File: config.mk
export PLATFORM = sky130hd
export DESIGN_NAME = barrel_shift_pipe
export DESIGN_NICKNAME = d
export VERILOG_FILES = /design/src/rtl/barrel_shift_pipe.sv
export SDC_FILE = /design/constraint.sdc
export NUM_CORES = 1
export LEC_CHECK = 0
export ABC_AREA = 1
export CORE_MARGIN = 5
export CORE_UTILIZATION = 49
export DETAILED_ROUTE_END_ITERATION = 8
export PLACE_DENSITY = 0.75
export SYNTH_ARGS = -nofsm -noshare
export SYNTH_HDL_FRONTEND = slang
export SYNTH_SLANG_ARGS = --single-unit
File: constraint.sdc
create_clock -name clk -period 1.1 [get_ports clk]
set_input_delay 0.33 -clock clk [delete_from_list [all_inputs] [get_ports clk]]
set_output_delay 0.33 -clock clk [all_outputs]
set_load 0.1 [all_outputs]
File: src/rtl/barrel_shift_pipe.sv
// barrel_shift_pipe
//   Pipelined multi-mode barrel shifter: ROL, ROR, SLL, SRL, SRA and pass-through.
//   One register stage per shift level. Stage i shifts by 2**i when amt bit i is set.
//   A result appears on out_valid ADDRESS_BITS clock edges after the edge that
//   accepts the operand, counting that edge, provided there are no stalls.
//   Back-pressure freezes the whole pipe. Empty stages are not squeezed out.
//
// Ports
//   clk, rst_n   rising-edge clock, asynchronous active-low reset
//   in_valid     operand present             in_ready     pipe can accept this cycle
//   in_op        0 ROL 1 ROR 2 SLL 3 SRL 4 SRA, others pass-through
//   in_amt       shift amount, 0..WIDTH-1
//   in_num       operand
//   out_valid    result present              out_ready    downstream accepts result
//   out_shifted  result                      out_carry    last bit shifted out (shifts only)
//   out_zero     out_shifted == 0
module barrel_shift_pipe #(
    parameter int ADDRESS_BITS = 3,
    parameter int OP_BITS      = 3
) (
    input  logic                         clk,
    input  logic                         rst_n,
    input  logic                         in_valid,
    output logic                         in_ready,
    input  logic [OP_BITS-1:0]           in_op,
    input  logic [ADDRESS_BITS-1:0]      in_amt,
    input  logic [(1<<ADDRESS_BITS)-1:0] in_num,
    output logic                         out_valid,
    input  logic                         out_ready,
    output logic [(1<<ADDRESS_BITS)-1:0] out_shifted,
    output logic                         out_carry,
    output logic                         out_zero
);
    localparam int WIDTH = 1 << ADDRESS_BITS;

    localparam logic [OP_BITS-1:0] OP_ROL = OP_BITS'(0);
    localparam logic [OP_BITS-1:0] OP_ROR = OP_BITS'(1);
    localparam logic [OP_BITS-1:0] OP_SLL = OP_BITS'(2);
    localparam logic [OP_BITS-1:0] OP_SRL = OP_BITS'(3);
    localparam logic [OP_BITS-1:0] OP_SRA = OP_BITS'(4);

    // Index 0 carries the input port. Index i+1 carries the register of stage i.
    logic [WIDTH-1:0]        data_s  [ADDRESS_BITS+1];
    logic [OP_BITS-1:0]      op_s    [ADDRESS_BITS+1];
    logic [ADDRESS_BITS-1:0] amt_s   [ADDRESS_BITS+1];
    logic                    carry_s [ADDRESS_BITS+1];
    logic                    sign_s  [ADDRESS_BITS+1];
    logic                    valid_s [ADDRESS_BITS+1];

    logic stall;

    assign stall    = valid_s[ADDRESS_BITS] & ~out_ready;
    assign in_ready = ~stall;

    assign data_s[0]  = in_num;
    assign op_s[0]    = in_op;
    assign amt_s[0]   = in_amt;
    assign carry_s[0] = 1'b0;
    // The SRA fill comes from the operand MSB captured on entry. The stages do not re-read it.
    assign sign_s[0]  = in_num[WIDTH-1];
    assign valid_s[0] = in_valid;

    for (genvar i = 0; i < ADDRESS_BITS; i++) begin : g_stage
        localparam int SH = 1 << i;

        logic [WIDTH-1:0]        data_d,  data_q;
        logic [OP_BITS-1:0]      op_d,    op_q;
        logic [ADDRESS_BITS-1:0] amt_d,   amt_q;
        logic                    carry_d, carry_q;
        logic                    sign_d,  sign_q;
        logic                    valid_d, valid_q;
        logic                    spill_hi, spill_lo;

        // These are the last bits to leave the word for a left or right shift by SH at this level.
        assign spill_hi = data_s[i][WIDTH-SH];
        assign spill_lo = data_s[i][SH-1];

        always_comb begin
            data_d  = data_q;
            op_d    = op_q;
            amt_d   = amt_q;
            carry_d = carry_q;
            sign_d  = sign_q;
            valid_d = valid_q;
            if (!stall) begin
                valid_d = valid_s[i];
                if (valid_s[i]) begin
                    data_d  = data_s[i];
                    op_d    = op_s[i];
                    amt_d   = amt_s[i];
                    carry_d = carry_s[i];
                    sign_d  = sign_s[i];
                    if (amt_s[i][i]) begin
                        case (op_s[i])
                            OP_ROL: data_d = (data_s[i] << SH) | (data_s[i] >> (WIDTH - SH));
                            OP_ROR: data_d = (data_s[i] >> SH) | (data_s[i] << (WIDTH - SH));
                            OP_SLL: begin
                                data_d  = data_s[i] << SH;
                                carry_d = spill_hi;
                            end
                            OP_SRL: begin
                                data_d  = data_s[i] >> SH;
                                carry_d = spill_lo;
                            end
                            OP_SRA: begin
                                data_d  = (data_s[i] >> SH) | ({WIDTH{sign_s[i]}} << (WIDTH - SH));
                                carry_d = spill_lo;
                            end
                            default: data_d = data_s[i];
                        endcase
                    end
                end
            end
        end

        always_ff @(posedge clk or negedge rst_n) begin
            if (!rst_n) begin
                data_q  <= '0;
                op_q    <= '0;
                amt_q   <= '0;
                carry_q <= 1'b0;
                sign_q  <= 1'b0;
                valid_q <= 1'b0;
            end else begin
                data_q  <= data_d;
                op_q    <= op_d;
                amt_q   <= amt_d;
                carry_q <= carry_d;
                sign_q  <= sign_d;
                valid_q <= valid_d;
            end
        end

        assign data_s[i+1]  = data_q;
        assign op_s[i+1]    = op_q;
        assign amt_s[i+1]   = amt_q;
        assign carry_s[i+1] = carry_q;
        assign sign_s[i+1]  = sign_q;
        assign valid_s[i+1] = valid_q;
    end

    assign out_valid   = valid_s[ADDRESS_BITS];
    assign out_shifted = data_s[ADDRESS_BITS];
    assign out_carry   = carry_s[ADDRESS_BITS];
    assign out_zero    = (data_s[ADDRESS_BITS] == '0);

    // The last stage keeps op, amt and sign like every other stage, but nothing downstream reads them.
    logic unused_tail;
    assign unused_tail = ^{op_s[ADDRESS_BITS], amt_s[ADDRESS_BITS], sign_s[ADDRESS_BITS]};

endmodule

# --- Word-level counts from Yosys, hierarchy flattened ---
# Cells that the tools add are included.
totals:
  regBits: 44
  in_bits: 18
  output_inout_bits: 12
  wordCells: 61
classes:
  n_eq_ne: 12
  mux: 12
  bitwise_logic: 11
  reduce_logical: 11
ops:
  columns: ["cell", "count"]
  rows:
  - ["$pmux 8 s5", 2]
  - ["$pmux 8 s4", 1]
  - ["$mux 8", 3]
  - ["$eq 3x2->1 const B", 6]
  - ["$or 4x8->8", 2]
  - ["$or 6x8->8", 2]
  - ["$or 7x8->8", 2]
  - ["$eq 3x1->1 const B", 3]
  - ["$eq 3x3->1 const B", 3]
  - ["$logic_not 3->1", 3]
  - ["$logic_not 8->1", 1]
  - ["$or 8x1->8", 1]
  - ["$or 8x2->8", 1]
  - ["$reduce_or 2->1", 4]
  - ["$pmux 1 s2", 3]
  - ["$reduce_and 2->1", 3]
  - ["$mux 1", 3]
  - ["$not 1->1", 2]
  - ["$and 1x1->1", 1]

# --- Logic depth before layout (Yosys ltp) ---
# Gate-level depths: netlist of run 1.
depth:
  depth_word: 4
  depth_mapped: 8
  ltp_nobuf: 8

# --- Worst setup path after synthesis of run 1 ---
# OpenSTA, ideal clock, no wires.
synth_path:
  path_kind: "register to output"
  startpoint: "register g_stage[2].data_q[4], in the netlist out_shifted[4]"
  endpoint: "output port out_zero"
  arrival_time_ps: 2434
  t_required_ps: 770
  slack_ps: -1664
  path_stages_with_launch: 4
  path_buffers: 0
  cell_sequence: "dfrtp_1 nor4_1 nand2_1 nor2_1"
synth_between:
  elab_chain_len: 1
synth_rtl:
  columns: ["element", "line_no", "source"]
  rows:
  - ["start, declared", "66", "logic [WIDTH-1:0] data_d, data_q;"]
  - ["start signal, assigned", "125", "data_q <= data_d;"]
  - ["$logic_not 8->1", "145", "assign out_zero = (data_s[ADDRESS_BITS] == '0);"]
  - ["end, declared", "32", "output logic out_zero"]
# No other way between the ends.

# --- Final worst setup path of run 1 ---
layout_path:
  startpoint: "register g_stage[2].data_q[5], in the netlist out_shifted[5]"
  endpoint: "output port out_zero"
# Same word-level chain as after synthesis.

==> out/metrics.csv, run 1 <==
stage,metric,value,unit
sta,relative slew slack,0.7729,
clock_network,insertion delay to the later sink of the worst-skew pair,0.31,ns
route,post-detailed-route wirelength per cell,20.11,µm
sta,post-route clock skew,0.01109,ns
placement,"Cell Area, Placed",3102,µm²
worst_setup_path,R2R depth,10,
worst_setup_path,CP Capture Type,output port,
floorplan,horizontal extent of the die,78.15,µm
floorplan,io pins,30,
route,Total Routed Length,9491,µm
clock_network,clock transition at the registers of the reported paths,0.09,ns
power_and_ir_drop,cell internal power dissipation,5791,µW
synth,post-synthesis sequential area ratio,0.4508,
sta,unrepaired setup endpoints after global routing,yes,
worst_setup_path,Max Fanout on Critical Path,2,
sta,period utilization,1.740,
clock_network,total clock buffers created by CTS,5,
synth,count of warnings emitted by yosys,0,
global_routing,maximum number of pins on one net before global-route repair,42,
worst_setup_path,slowest library cell on the worst path,dfrtp_4,
worst_setup_path,"Critical Path, Cell by Cell",nor4_4 -> nand2_1 -> nor2_4 -> buf_12,
synth,cell with the most instances after synthesis,nand2_1,
global_routing,initial antenna violation count,0,
cells_and_area,fraction of final layout cells with drive strength greater than 1,0.4595,
worst_setup_path,total buffers and inverters traversed by the critical path,1,
worst_setup_path,path type of the worst setup path,reg2out,
sta,Slew @ Worst Pin,0.3407,ns
power_and_ir_drop,Comb pwr share,0.620,
placement,placer congestion estimate,0.8709,
power_and_ir_drop,cell leakage power,0.001846,µW
sta,min Tclk post-route,1.914,ns
synth,dominant cells by area after synthesis,"dfrtp_1 (45%), nand2_1 (20%), nor2_1 (6.6%)",
outcome,failing checks,negative setup slack,
route,first-pass detailed-route iteration total,5,
sta,Setup TNS Final,-17.19,ns
worst_setup_path,critical path arrival,1.58,ns
power_and_ir_drop,PD cells,2848,nW/µm²
power_and_ir_drop,part of the power in the clock network,0.117,
synth,"post-synthesis share of cell area spent on and, or, nand and nor gates",0.3848,
clock_network,CTS tree,built,
sta,final hold vios,0,
cells_and_area,Area Growth Syn to Fin,77.30,%
floorplan,die outline height,78.15,µm
synth,average size of a mapped cell,7.068,µm²
worst_setup_path,reg-to-reg critical path endpoint,g_stage[0].data_q[7],
floorplan,Initial Util,0.5121,
sta,final-report max-slew violation count,0,
cells_and_area,design area,4035,µm²
hold_path,HP Class,in2async,
power_and_ir_drop,net switching fraction of the power,0.4961,
synth,mux contribution to synthesized area,0,
cells_and_area,number of filler instances in the final layout,172,
outcome,run status,"finished, violations left",
synth,share of synthesized registers carrying an async set or reset,1.000,
floorplan,number of placement rows,24,
worst_setup_path,kind of cell adding the most delay to the critical path,simple AND/OR/NAND/NOR gates,
synth,Synth Flop Type,dfrtp_1,
synth,Post-Synthesis Cells,322,
worst_setup_path,Setup crit start kind,register,
synth,Adder-Cell Fraction of Synth Area,0,
power_and_ir_drop,Reg power frac,0.263,
clock_network,level count of the clock H-tree,2,
route,Via-to-Cell Ratio,6.131,
synth,number of unique standard cell types used by synthesis,23,
sta,achievable clock frequency,522.4,MHz
worst_setup_path,r2r setup slk,-0.43,ns
floorplan,area of the die,6107,µm²
placement,hpwl dp,4111,µm
synth,area share of the largest cell type after synthesis,0.4508,
route,Detailed Route Iter0 Violations,395,
worst_setup_path,biggest cell delay along the critical path,0.50,ns
power_and_ir_drop,switching power,5702,µW
clock_network,Clock Sink Count,41,
cells_and_area,ant diodes,0,
synth,cell type contributing the most total cell area after synthesis,dfrtp_1,
placement,Buffers on Ports,29,
route,residual DRC count,0,
route,detailed-route via count,2894,
synth,syn nets,340,
clock_network,clock buffer depth,2,
sta,worst path setup slack after routing,-0.8142,ns
sta,setup violation total in the final timing report,52,
worst_setup_path,WP data required,0.77,ns
global_routing,wire length of the first global-routing pass,11170,µm
synth,"synthesized-area fraction occupied by ao, oa, aoi and oai cells",0.1083,
synth,#FFs+latches synth,41,
route,DRT antenna net count,0,
synth,area share of xor/xnor cells in the synthesized design,0,
synth,top cell types by occurrence after synthesis,"nand2_1 (123), dfrtp_1 (41), nor2_1 (40)",
clock_network,clock root buffer,clkbuf_8,
global_routing,via count of the first global-routing pass,2444,
synth,total standard cell area after synthesis,2276,µm²
global_routing,overall overflow remaining after global route,0,
flow_run,max-capacitance violation count,0,
floorplan,area inside the core boundary,4444,µm²
synth,number of enable flip-flop cells after synthesis,0,
power_and_ir_drop,worst vdd ir,1.705,mV
cells_and_area,total number of nets in the final design,437,
synth,dominant combinational cell family by area after synthesis,simple AND/OR/NAND/NOR gates,
worst_setup_path,r2r startpoint,out_valid,
global_routing,Tot GR Track Use,0.2291,
==> final cells by class <==
| cell class | instances | area [µm²] | area share |
|---|---|---|---|
| Sequential cell | 41 | 1052 | 0.2608 |
| Clock inverter | 1 | 30.03 | 0.007442 |
| Tap cell | 52 | 65.06 | 0.01612 |
| Timing Repair Buffer | 89 | 1076 | 0.2667 |
| Timing Repair inverter | 3 | 35.03 | 0.008682 |
| Inverter | 23 | 137.6 | 0.03411 |
| Multi-Input combinational cell | 256 | 1553 | 0.3848 |
| Clock buffer | 7 | 86.33 | 0.02140 |
==> power groups by stage <==
stage / combinational (µW) / sequential (µW) / clock (µW)
after floorplan: 1880 / 3900 / 0
after global placement: 4980 / 2690 / 0
after detailed placement: 5060 / 2710 / 0
after CTS: 5850 / 2790 / 1280
after global routing: 7440 / 3060 / 1400
final: 7130 / 3020 / 1340
==> stage by stage <==
step / total power (µW) / hold WS [ns] / setup slack, ns / instances / utilization
3_5_place_dp: 7778 / 0.3151 / -0.5815 / 437 / 0.6979
6_report: 11490 / 0.5301 / -0.8142 / 472 / 0.9079
3_3_place_gp: 7674 / 0.3114 / -0.5508 / 437 / 0.6979
2_1_floorplan: 5775 / 0.03441 / -0.7553 / 322 / -
4_1_cts: 9926 / 0.4956 / -0.7237 / 463 / 0.8150
5_1_grt: 11890 / 0.5694 / -0.8685 / 472 / 0.9079
==> cells in the final DEF, fill, tap and decap left out, drive strengths merged <==
cell type        n
a21oi           23
buf             72
bufinv           1
clkbuf           7
clkdlybuf4s50   13
clkinv           3
clkinvlp         1
dfrtp           41
dlygate4sd2      3
dlygate4sd3      1
inv             22
nand2          130
nand3           26
nand4            2
nor2            47
nor3             2
nor4             1
o21ai           24
or2              1
==> what timing repair did <==
item	4_1_cts	5_1_grt
resized for setup	71	78
setup buffers	14	8
hold buffers	1	0
endpoints found under the hold margin	41	0
cloned	4	3
endpoints found under the setup margin	51	53
pin swaps	17	33
==> worst register-to-register path: stages, from the launching register on <==
cell and delay [ns]:
dfrtp_4 0.51, inv_4 0.06, nor2_4 0.05, buf_6 0.13, nor2_4 0.17, buf_12 0.14, buf_6 0.09, nand2_4 0.04
a21oi_2 0.12, nor2_1 0.05, o21ai_1 0.08
==> flip-flops by register name, summed over array words and instances, names as in the netlist <==
register / flops
g_stage.carry_q: 2
g_stage.op_q: 6
g_stage.amt_q: 3
out_shifted: 8
out_carry: 1
out_valid: 1
g_stage.sign_q: 2
g_stage.valid_q: 2
g_stage.data_q: 16
==> cells by family (layout without fill, tap and decap cells) <==
family | count (synthesis) | count (layout)
buf+inv | 28 | 123
flops | 41 | 41
simple gates | 206 | 209
compound gates | 47 | 47
==> worst max path at each step <==
| stage | cells past startpoint | slack (ns) | startpoint | end |
|---|---|---|---|---|
| after global routing | 4 | -0.87 | out_shifted[5] | out_zero |
| after CTS | 4 | -0.72 | out_shifted[5] | out_zero |
| after global placement | 9 | -0.55 | in_op[1] | g_stage[0].data_q[4] |
| after detailed placement | 9 | -0.58 | in_op[1] | g_stage[0].data_q[4] |
| after floorplan | 3 | -0.76 | out_shifted[6] | out_zero |
| final | 4 | -0.81 | out_shifted[5] | out_zero |
==> metal layers <==
layer	global-route usage	part of all wire
met2	0.4452	0.52
met3	0.03318	0.074
met5	0	0
met4	0.08566	0.052
met1	0.2498	0.35
(Power assumes the default switching activity.)
==> inputs of run 2 (changes only) <==
--- a/config.mk
+++ b/config.mk
@@ -10,6 +10,7 @@
 export CORE_UTILIZATION = 49
 export DETAILED_ROUTE_END_ITERATION = 8
 export PLACE_DENSITY = 0.75
+export REMOVE_ABC_BUFFERS = 1
 export SYNTH_ARGS = -nofsm -noshare
 export SYNTH_HDL_FRONTEND = slang
 export SYNTH_SLANG_ARGS = --single-unit
==> run 2 against run 1 <==
The run still ends with negative setup slack left. Register-to-register slack better by 0.13 ns. Critical endpoint unchanged. Core utilization decreased by 5.9 points. Sequential power decreased by 4%. Critical path type unchanged. Highest routed layer unchanged. Sequential cell count stayed put. Die area unchanged.
==> out/metrics.csv, run 2 (synthesis results as in run 1) <==
stage,metric,value,unit
clock_network,total clock buffers created by CTS,5,
global_routing,initial antenna violation count,0,
power_and_ir_drop,cell leakage power,0.001764,µW
worst_setup_path,Levels on crit path,4,
floorplan,area of the die,6107,µm²
clock_network,clock root buffer,clkbuf_8,
route,first-pass detailed-route iteration total,4,
route,residual DRC count,0,
sta,achievable clock frequency,573.6,MHz
worst_setup_path,kind of cell adding the most delay to the critical path,simple AND/OR/NAND/NOR gates,
worst_setup_path,critical path arrival,1.41,ns
sta,final-report max-slew violation count,0,
sta,Slew @ Worst Pin,0.4366,ns
cells_and_area,number of flip-flops in the largest register,16,
flow_run,max-capacitance violation count,0,
clock_network,Clock Sink Count,41,
sta,min Tclk post-route,1.743,ns
sta,final hold vios,0,
cells_and_area,design area,3772,µm²
cells_and_area,total number of nets in the final design,430,
power_and_ir_drop,PD cells,2740,nW/µm²
global_routing,Tot GR Track Use,0.2335,
cells_and_area,most frequent cells in the layout,"nand2_1 (97), dfrtp_1 (38), nor2_1 (30)",
worst_setup_path,biggest cell delay along the critical path,0.41,ns
clock_network,CTS tree,built,
cells_and_area,"commonest non-fill, non-tap cell in the layout",nand2_1,
worst_setup_path,"Critical Path, Cell by Cell",nor4_2 -> nand2_1 -> nor2_2 -> buf_12,
worst_setup_path,total buffers and inverters traversed by the critical path,1,
worst_setup_path,Setup crit start kind,register,
floorplan,io pins,30,
clock_network,insertion delay to the later sink of the worst-skew pair,0.30,ns
worst_setup_path,r2r startpoint,out_valid,
clock_network,clock transition at the registers of the reported paths,0.08,ns
global_routing,maximum number of pins on one net before global-route repair,22,
floorplan,horizontal extent of the die,78.15,µm
power_and_ir_drop,worst vdd ir,1.450,mV
outcome,failing checks,negative setup slack,
global_routing,via count of the first global-routing pass,2605,
worst_setup_path,path type of the worst setup path,reg2out,
sta,relative slew slack,0.7089,
floorplan,die outline height,78.15,µm
route,DRT antenna net count,0,
placement,hpwl dp,3994,µm
floorplan,area inside the core boundary,4444,µm²
worst_setup_path,reg-to-reg critical path endpoint,out_shifted[7],
route,Total Routed Length,7853,µm
cells_and_area,number of filler instances in the final layout,234,
worst_setup_path,Max Fanout on Critical Path,2,
route,Detailed Route Iter0 Violations,210,
cells_and_area,fraction of final layout cells with drive strength greater than 1,0.4286,
cells_and_area,ant diodes,0,
worst_setup_path,WP data required,0.77,ns
sta,post-route clock skew,0.007030,ns
cells_and_area,Largest Register,g_stage.data_q,
worst_setup_path,slowest library cell on the worst path,dfrtp_1,
placement,Buffers on Ports,29,
hold_path,HP Class,in2async,
global_routing,overall overflow remaining after global route,0,
sta,worst path setup slack after routing,-0.6434,ns
floorplan,number of placement rows,24,
placement,"Cell Area, Placed",2993,µm²
clock_network,clock buffer depth,2,
worst_setup_path,R2R depth,8,
route,post-detailed-route wirelength per cell,16.89,µm
sta,Setup TNS Final,-11.12,ns
clock_network,level count of the clock H-tree,2,
sta,setup violation total in the final timing report,52,
cells_and_area,Area Growth Syn to Fin,65.75,%
sta,period utilization,1.585,
floorplan,Initial Util,0.5121,
sta,unrepaired setup endpoints after global routing,yes,
route,Via-to-Cell Ratio,5.652,
worst_setup_path,CP Capture Type,output port,
outcome,run status,"finished, violations left",
worst_setup_path,r2r setup slk,-0.30,ns
global_routing,wire length of the first global-routing pass,11400,µm
route,detailed-route via count,2628,
placement,placer congestion estimate,0.8375,
run 2: cell types whose count changed in the layout (fill, tap and decap cells not counted), sizes merged:
cell           change
buf                -8
clkbuf             -2
inv                +2
bufinv             -1
clkdlybuf4s50      -1
clkinvlp           +1
dlygate4sd2        +1
nand2              +1
run 2: worst max path at each step:
stage	endpoint	slack [ns]	from
finish	out_zero	-0.64	out_shifted[5]
global route	out_zero	-0.68	out_shifted[5]
CTS	out_zero	-0.64	out_shifted[5]
detailed placement	g_stage[0].data_q[5]	-0.55	in_op[1]
global placement	g_stage[1].data_q[3]	-0.51	out_ready
floorplan	out_zero	-1.66	out_shifted[4]
run 2: layout make-up:
cell class	count	area, µm²	area share
multi-input cells	257	1515	0.4017
flip-flops and latches	41	1030	0.2730
repair buffers	81	937.1	0.2484
inverters	23	108.9	0.02886
clock buffers	5	68.82	0.01824
well taps	52	65.06	0.01725
repair inverters	3	30.03	0.007960
clock inverters	3	17.52	0.004643
run 2: power breakdown:
| group | total [µW] | switching (µW) | internal, µW |
|---|---|---|---|
| Clock | 983 | 545 | 438 |
| Sequential | 2890 | 804 | 2080 |
| Combinational | 6460 | 3850 | 2620 |
run 2: repair_timing:
action	in CTS	in global routing
buffers inserted	12	8
endpoints found under the setup margin	51	52
cloned	7	2
pin swaps	25	16
hold buffers	1	0
endpoints found under the hold margin	11	0
resized for setup	98	63
run 2: through the flow:
stage / power, µW / std cells / hold WS (ns) / worst slack [ns] / util
after floorplan: 5504 / 317 / 0.03441 / -1.664 / -
after global placement: 7401 / 434 / 0.2422 / -0.5113 / 0.6734
after detailed placement: 7487 / 434 / 0.2389 / -0.5538 / 0.6734
after CTS: 9353 / 461 / 0.4521 / -0.6376 / 0.7973
after global routing: 10860 / 465 / 0.4803 / -0.6817 / 0.8488
final: 10330 / 465 / 0.4551 / -0.6434 / 0.8488
run 2: per-layer routing:
layer	routed length, µm	up-vias	GRT usage
met4	544	0	0.1469
met1	2728	1208	0.2316
li1	-	1220	-
met3	434	57	0.03318
met5	0	-	0
met2	4145	143	0.4521
